===== config.mk =====
export PLATFORM = sky130hd
export DESIGN_NAME = sram_port_arbiter
export DESIGN_NICKNAME = d
export VERILOG_FILES = /design/src/rtl/sram_arb_pkg.sv /design/src/rtl/sram_arb_pick.sv /design/src/rtl/sram_port_arbiter.sv
export SDC_FILE = /design/constraint.sdc
export NUM_CORES = 1
export LEC_CHECK = 0
export CORE_MARGIN = 2
export CORE_UTILIZATION = 43
export CTS_BUF_LIST = sky130_fd_sc_hd__clkbuf_8 sky130_fd_sc_hd__clkbuf_16
export CTS_CLUSTER_DIAMETER = 40
export CTS_CLUSTER_SIZE = 16
export DETAILED_ROUTE_END_ITERATION = 7
export HOLD_SLACK_MARGIN = 0.06
export MAX_ROUTING_LAYER = met4
export PLACE_DENSITY = 0.91
export SETUP_SLACK_MARGIN = 0.1
export SKIP_CTS_REPAIR_TIMING = 1
export SLEW_MARGIN = 20
export SYNTH_ARGS = -nofsm -noshare
export SYNTH_HDL_FRONTEND = slang
export SYNTH_SLANG_ARGS = --single-unit

===== constraint.sdc =====
create_clock -name clk -period 4.38 [get_ports clk]
set_input_delay 0.876 -clock clk [delete_from_list [all_inputs] [get_ports clk]]
set_output_delay 0.876 -clock clk [all_outputs]
set_load 0.05 [all_outputs]

===== src/rtl/sram_arb_pkg.sv =====
// rtl/sram_arb_pkg.sv - shared types and constants for the SRAM port arbiter
package sram_arb_pkg;

  typedef enum logic [1:0] {
    ST_IDLE   = 2'b00,
    ST_ACCESS = 2'b01,
    ST_RESP   = 2'b10
  } state_t;

  localparam logic OWN_I = 1'b0;
  localparam logic OWN_D = 1'b1;

  localparam int STARVE_W = 4;

  // Data port wins unless fetch has already lost max_wait arbitrations in a row.
  function automatic logic d_wins(input logic                d_req,
                                  input logic [STARVE_W-1:0] starve_cnt,
                                  input logic [STARVE_W-1:0] max_wait);
    return d_req && (starve_cnt < max_wait);
  endfunction

endpackage


===== src/rtl/sram_arb_pick.sv =====
// rtl/sram_arb_pick.sv - winner select between fetch and data ports plus starvation counter
module sram_arb_pick
  import sram_arb_pkg::*;
#(
  parameter int MAX_WAIT = 4
) (
  input  logic clk,
  input  logic rst,
  input  logic i_arb,
  input  logic i_fetch_req,
  input  logic i_data_req,
  output logic o_owner,
  output logic o_any_req
);

  localparam logic [STARVE_W-1:0] MAX_W = STARVE_W'(MAX_WAIT);

  logic [STARVE_W-1:0] r_starve_cnt;
  logic                w_d_wins;

  assign w_d_wins  = d_wins(i_data_req, r_starve_cnt, MAX_W);
  assign o_owner   = w_d_wins ? OWN_D : OWN_I;
  assign o_any_req = i_data_req | i_fetch_req;

  // Only arbitration cycles with a pending fetch move the counter.
  always_ff @(posedge clk) begin
    if (rst) begin
      r_starve_cnt <= '0;
    end else if (i_arb && i_fetch_req) begin
      if (w_d_wins) begin
        if (r_starve_cnt != '1)
          r_starve_cnt <= r_starve_cnt + STARVE_W'(1);
      end else begin
        r_starve_cnt <= '0;
      end
    end
  end

endmodule


===== src/rtl/sram_port_arbiter.sv =====
// rtl/sram_port_arbiter.sv - shares one SRAM between fetch (read-only) and data (read/write) ports
module sram_port_arbiter
  import sram_arb_pkg::*;
#(
  parameter int WAIT_STATES = 0,
  parameter int MAX_WAIT    = 4
) (
  input  logic        clk,
  input  logic        rst,
  input  logic        i_req,
  input  logic [31:0] i_addr,
  output logic        i_ack,
  output logic [31:0] i_rdata,
  input  logic        d_req,
  input  logic        d_we,
  input  logic [31:0] d_addr,
  input  logic [31:0] d_wdata,
  output logic        d_ack,
  output logic [31:0] d_rdata,
  output logic        sram_cs,
  output logic        sram_oe,
  output logic        sram_we,
  output logic [31:0] sram_addr,
  output logic [31:0] sram_din,
  input  logic [31:0] sram_dout,
  output logic        owner_d
);

  localparam int             WCW     = (WAIT_STATES > 0) ? $clog2(WAIT_STATES + 1) : 1;
  localparam logic [WCW-1:0] WS_LOAD = WCW'(WAIT_STATES);

  state_t         r_state;
  state_t         w_next;
  logic [WCW-1:0] r_wait_cnt;
  logic [31:0]    r_addr;
  logic [31:0]    r_wdata;
  logic [31:0]    r_i_rdata;
  logic [31:0]    r_d_rdata;
  logic           r_we;
  logic           r_owner;
  logic           w_owner;
  logic           w_any_req;
  logic           w_arb;
  logic           w_last;

  assign w_arb  = (r_state == ST_IDLE);
  assign w_last = (r_wait_cnt == '0);

  sram_arb_pick #(
    .MAX_WAIT (MAX_WAIT)
  ) u_pick (
    .clk         (clk),
    .rst         (rst),
    .i_arb       (w_arb),
    .i_fetch_req (i_req),
    .i_data_req  (d_req),
    .o_owner     (w_owner),
    .o_any_req   (w_any_req)
  );

  always_ff @(posedge clk) begin
    if (rst)
      r_state <= ST_IDLE;
    else
      r_state <= w_next;
  end

  always_comb begin
    w_next = r_state;
    case (r_state)
      ST_IDLE:   if (w_any_req) w_next = ST_ACCESS;
      ST_ACCESS: if (w_last) w_next = ST_RESP;
      ST_RESP:   w_next = ST_IDLE;
      default:   w_next = ST_IDLE;
    endcase
  end

  always_comb begin
    sram_cs = 1'b0;
    sram_we = 1'b0;
    sram_oe = 1'b0;
    i_ack   = 1'b0;
    d_ack   = 1'b0;
    case (r_state)
      ST_ACCESS: begin
        sram_cs = 1'b1;
        sram_we = r_we;
        sram_oe = ~r_we;
      end
      ST_RESP: begin
        i_ack = (r_owner == OWN_I);
        d_ack = (r_owner == OWN_D);
      end
      default: ;
    endcase
  end

  // Request fields are latched at grant so the SRAM sees a stable cycle even if req drops.
  always_ff @(posedge clk) begin
    if (rst) begin
      r_owner    <= OWN_I;
      r_addr     <= '0;
      r_wdata    <= '0;
      r_we       <= 1'b0;
      r_wait_cnt <= '0;
      r_i_rdata  <= '0;
      r_d_rdata  <= '0;
    end else begin
      case (r_state)
        ST_IDLE: begin
          if (w_any_req) begin
            r_owner    <= w_owner;
            r_addr     <= (w_owner == OWN_D) ? d_addr : i_addr;
            r_we       <= (w_owner == OWN_D) & d_we;
            r_wdata    <= (w_owner == OWN_D) ? d_wdata : 32'h0;
            r_wait_cnt <= WS_LOAD;
          end
        end
        ST_ACCESS: begin
          if (w_last) begin
            if (r_owner == OWN_D)
              r_d_rdata <= sram_dout;
            else
              r_i_rdata <= sram_dout;
          end else begin
            r_wait_cnt <= r_wait_cnt - WCW'(1);
          end
        end
        default: ;
      endcase
    end
  end

  assign owner_d   = r_owner;
  assign sram_addr = r_addr;
  assign sram_din  = r_wdata;
  assign i_rdata   = r_i_rdata;
  assign d_rdata   = r_d_rdata;

endmodule


==> results.md, run 1 <==
- Setup-failing EPs final: 0
- Via count: 5689
- DR WL/cell: 15.88 um
- CP peak stage delay: 0.79 ns
- Fin crit period: 2.974 ns
- # fillers: 866
- Compound-gate portion of the synthesized area: 0.2126
- Mux share of post-synthesis cell area: 0
- Layout cell share with drive strength beyond 1: 0.05882
- Most common flop cell mapped by yosys: dfxtp_1
- Final cell count without fillers: 1048
- DIE WIDTH: 114.5 um
- FFs w/ async S/R, synth: 0
- GPL Wtd Cong: 0.8240
- Seq/Total Area, Yosys: 0.5186
- Cell Area, Synth: 5250 sq um
- Post-synthesis simple-gate area fraction: 0.2131
- Post-synth EDFFs: 0
- IO buf count: 266
- CP Launch Type: register
- Setup CP Type: register to output pin
- Synthesized net count: 789
- Adder-cell area share of the yosys netlist: 0.002383
- Worst slew margin: 0.4617
- Clock Skew: 0.008404 ns
- Final WL: 16640 um
- Post-Synth XOR/XNOR Area: 0
- Placed Cells: 1016
- Hold Crit Start: d_rdata[11]
- Routed Antenna Nets: 0
- Initial DRC count: 556
- Hold endpoint: d_rdata[11]
- NumNets Final: 1022
- Worst R2R End: sram_addr[26]
- Crit path max fanout: 10
- Ys Warns: 0
- Yosys reg bits: 136
- Reg2reg setup slack: 2.35 ns
- Vias in the first global route: 5345
- Clk buf depth: 2
- Crit path from: r_state[0]
- Fin crit share: 0.6789
- Initial core utilization: 0.4389
- Status: completed
- Clock transition at the registers of the reported paths: 0.06 ns
- Mean post-synth cell area: 8.015 sq um
- Setup TNS: 0 ns
- Req. time, crit path: 3.50 ns
- Root Driver: clkbuf_16
- Antenna cell count: 0
- Pin count of the biggest net entering global routing: 77
- CTS Sinks: 136
- H-tree levels: 4
- Via density: 5.428
- Hpwl dp: 10880 um
- Gr ovfl total: 0
- Die H: 114.5 um
- GRT Util Overall: 0.2591
- Largest family of logic cells by synthesized area: simple AND/OR/NAND/NOR gates
- Core ar.: 11960 sq um
- Power per standard cell area: 427.9 nW/um^2
- First-pass GRT wire length: 25810 um
- Worst r2r src: r_state[1]
- Antenna violations before repair: 0
- CTS buffer count: 17
- Slew @ Worst Pin: 0.8074 ns
- DR DRC count: 0
- HP Class: register to register
- Hold depth: 2
- Final Hold Viols: 0
- Max cap viols: 0
- RSZ-0062 raised after global routing: false
- Area growth syn-to-layout: 62.80%
- Max Freq: 336.3 MHz
- Fin. max-slew vios: 0
- Row cnt: 40
- Io pins: 267
- Syn Inst Count: 655
- Peak supply drop: 0.0001993 V
- CP cell instances: nand2b_1 > inv_1 > and2_1 > clkdlybuf4s50_1
- DIE AREA: 13110 sq um
- Worst EP arrival: 2.10 ns
- Cell leakage power: 3.063 nW
- Clock Latency Late Sink: 0.42 ns
- Reg area: 2723 sq um
- R2r worst-path depth: 4
- CTS tree: done
- Yosys cell types: 28
- Area of the multi-input gates: 2263 sq um
- Pre-antenna DRT Iters: 6
- Worst path slowest cell: clkdlybuf4s50_1
- Worst setup EP type: output pin
[per-stage QoR]
stage | total power, mW | instance area (sq um) | setup slack (ns) | hold WS [ns] | utilization
2_1_floorplan | 1.875 | 5250 | 1.752 | 0.4400 | -
6_report | 3.657 | 8547 | 1.406 | 0.4512 | 0.7145
3_3_place_gp | 2.200 | 7931 | 1.570 | 0.4409 | 0.6631
3_5_place_dp | 2.210 | 7931 | 1.528 | 0.4453 | 0.6631
5_1_grt | 3.777 | 8547 | 1.298 | 0.4638 | 0.7145
4_1_cts | 3.677 | 8547 | 1.377 | 0.4529 | 0.7145
[critical path: cells and delay by family (launching register included)]
family        cells  cell delay (ns)
simple gates      2             0.29
flops             1             0.52
buf+inv           2             0.88
[flip-flops by register name (all words and copies together) (netlist names)]
name and cells:
d_rdata 32, i_rdata 32, sram_addr 32, sram_din 32, u_pick.r_starve_cnt 4, r_state 2
owner_d 1, r_we 1
[final cells by class]
type | count | share of cell area
clock inverter | 12 | 0.01742
multi-input combinational | 453 | 0.2648
sequential | 136 | 0.3185
tap | 147 | 0.02152
timing repair buffer | 279 | 0.3226
clock buffer | 20 | 0.05460
inverter | 1 | 0.0004392
[layout by cell type, fill, tap and decap left out, types with 5 or more instances in the layout]
master / n
buf_4: 14
nand2_1: 195
a21oi_1: 133
dfxtp_1: 136
a311oi_1: 32
clkdlybuf4s50_1: 265
clkbuf_16: 17
o21ai_0: 29
nand4_1: 35
o21ai_1: 5
[where the power goes]
group          switching (mW)  internal, mW
sequential             0.0448          1.32
clock                   0.530         0.937
combinational           0.513         0.312
[cells in the mapped netlist (2+ instances only)]
master | n | share of area
nand2_1 | 195 | 0.14
dfxtp_1 | 136 | 0.52
a21oi_1 | 133 | 0.13
clkbuf_1 | 41 | 0.029
nand4_1 | 35 | 0.042
a311oi_1 | 32 | 0.053
o21ai_0 | 29 | 0.028
buf_2 | 23 | 0.022
o21ai_1 | 5 | 0.0048
nor2_1 | 4 | 0.0029
and3b_1 | 3 | 0.0050
nor2_2 | 2 | 0.0024
or3b_1 | 2 | 0.0033
[routing by layer]
| metal | routed length (um) | part of all wire | GRT usage |
|---|---|---|---|
| met1 | 6736 | 0.40 | 0.3065 |
| met2 | 8147 | 0.49 | 0.4107 |
| met3 | 1214 | 0.073 | 0.06088 |
| met4 | 543 | 0.033 | 0.1350 |
| met5 | 0 | 0 | - |
[cells by family (layout without fill, tap and decap cells)]
kind of cell	after synthesis	count (layout)
AND/OR/NAND/NOR	253	253
buffers and inverters	66	312
AO/OA/AOI/OAI	199	199
flip-flops	136	136
adder cells (fa/ha/maj)	1	1
[worst max path at each step]
stage	endpoint	slack, ns	cells past startpoint
4_1_cts	sram_we	1.38	4
3_5_place_dp	sram_addr[29]	1.53	5
5_1_grt	sram_we	1.30	4
2_1_floorplan	i_ack	1.75	1
3_3_place_gp	sram_addr[0]	1.57	5
6_report	sram_we	1.41	4
(Power assumes the default switching activity.)
==> inputs of run 2 (changes only) <==
- CORE_UTILIZATION: 43 -> 36
- PLACE_DENSITY: 0.91 -> 0.81
- clock period: 4.38 -> 2.61 ns (I/O delays scaled with it)
==> results.md, run 2 (synthesized netlist as in run 1, its figures left out) <==
- NumNets Final: 1023
- Antenna violations before repair: 0
- CP cell instances: clkdlybuf4s50_1
- DIE WIDTH: 124.8 um
- GPL Wtd Cong: 0.8121
- Core ar.: 14370 sq um
- DR WL/cell: 15.68 um
- Root Driver: clkbuf_16
- Most common cell after layout, fill and taps aside: clkdlybuf4s50_1
- IO buf count: 266
- Layout cell share with drive strength beyond 1: 0.06098
- Worst Path Buf+Inv: 1
- Highest-count cells in the layout ignoring fill and taps: clkdlybuf4s50_1 (260), nand2_1 (195), dfxtp_1 (136), a21oi_1 (133), nand4_1 (35)
- Initial core utilization: 0.3654
- Slew @ Worst Pin: 0.7344 ns
- DP Worst Slack: 0.3468 ns
- Max Freq: 433.6 MHz
- Clock transition at the registers of the reported paths: 0.06 ns
- Status: completed
- Gr ovfl total: 0
- Pre-antenna DRT Iters: 5
- CTS buffer count: 17
- RSZ-0062 raised after global routing: false
- DIE AREA: 15570 sq um
- Pin count of the biggest net entering global routing: 69
- Via density: 5.240
- Clk buf depth: 2
- Worst slew margin: 0.5104
- CTS tree: done
- Peak supply drop: 0.0004095 V
- CP peak stage delay: 0.89 ns
- Antenna cell count: 0
- Hpwl dp: 11130 um
- Fin. max-slew vios: 0
- CTS Sinks: 136
- Max cap viols: 0
- Clock Latency Late Sink: 0.41 ns
- Family with the most delay on the worst path: buffers and inverters
- Worst EP arrival: 1.78 ns
- Vias in the first global route: 5342
- Req. time, crit path: 2.09 ns
- Io pins: 267
- Fin crit share: 0.8836
- CP Launch Type: register
- Setup-failing EPs final: 0
- GRT Util Overall: 0.2232
- Row cnt: 44
- Final cell count without fillers: 1086
- Final Hold Viols: 0
- Power per standard cell area: 719.9 nW/um^2
- Die H: 124.8 um
- Initial DRC count: 433
- HP Class: register to register
- # fillers: 1270
- Routed Antenna Nets: 0
- Clock Skew: 0.005515 ns
- Final WL: 17030 um
- DR DRC count: 0
- Cell leakage power: 3.162 nW
- Crit path max fanout: 8
- Fin crit period: 2.306 ns
- Worst path slowest cell: clkdlybuf4s50_1
- Area growth syn-to-layout: 64.97%
- H-tree levels: 4
- Via count: 5691
- Worst setup EP type: output pin
- Setup CP Type: register to output pin
- PnR worst setup slack: 0.3039 ns
- Placed Cells: 1054
- First-pass GRT wire length: 27340 um
[run 2: path summary, 6_finish.rpt]
check             cells after the start  slack [ns]            end       start
setup reg to reg                      4        0.90  sram_addr[27]  r_state[1]
setup / recovery                      1        0.30        owner_d     owner_d
hold reg to reg                       2        0.45     i_rdata[4]  i_rdata[4]
hold / removal                        2        0.45     i_rdata[4]  i_rdata[4]
[run 2: through the flow]
step	cell area (sq um)	utilization	hold slack (ns)	power, mW	TNS (ns)
global route	8661	0.6028	0.4702	6.487	0
floorplan	5250	-	0.4400	3.146	0
CTS	8648	0.6019	0.4541	6.287	-0.03562
global placement	8023	0.5583	0.4412	3.713	0
detailed placement	8023	0.5583	0.4453	3.727	0
finish	8661	0.6028	0.4534	6.235	0
[run 2: power by group]
part	switching, mW	leakage [nW]	internal (mW)
sequential	0.0745	1.11	2.21
combinational	0.863	1.75	0.534
clock	0.950	0.296	1.60
[run 2: metal layers]
metal | vias up | GRT usage | share of wire
met5 | - | - | 0
met3 | 41 | 0.05326 | 0.069
met1 | 2632 | 0.2810 | 0.44
met2 | 269 | 0.3462 | 0.47
li1 | 2749 | - | -
met4 | 0 | 0.08989 | 0.027
[run 2: cell type report]
type | instances | area (sq um) | area share
timing repair buffer | 280 | 2815 | 0.3251
clock buffer | 17 | 425.4 | 0.04912
tap | 184 | 230.2 | 0.02658
sequential | 136 | 2723 | 0.3144
clock inverter | 15 | 200.2 | 0.02311
multi-input combinational | 453 | 2263 | 0.2613
inverter | 1 | 3.754 | 0.0004334
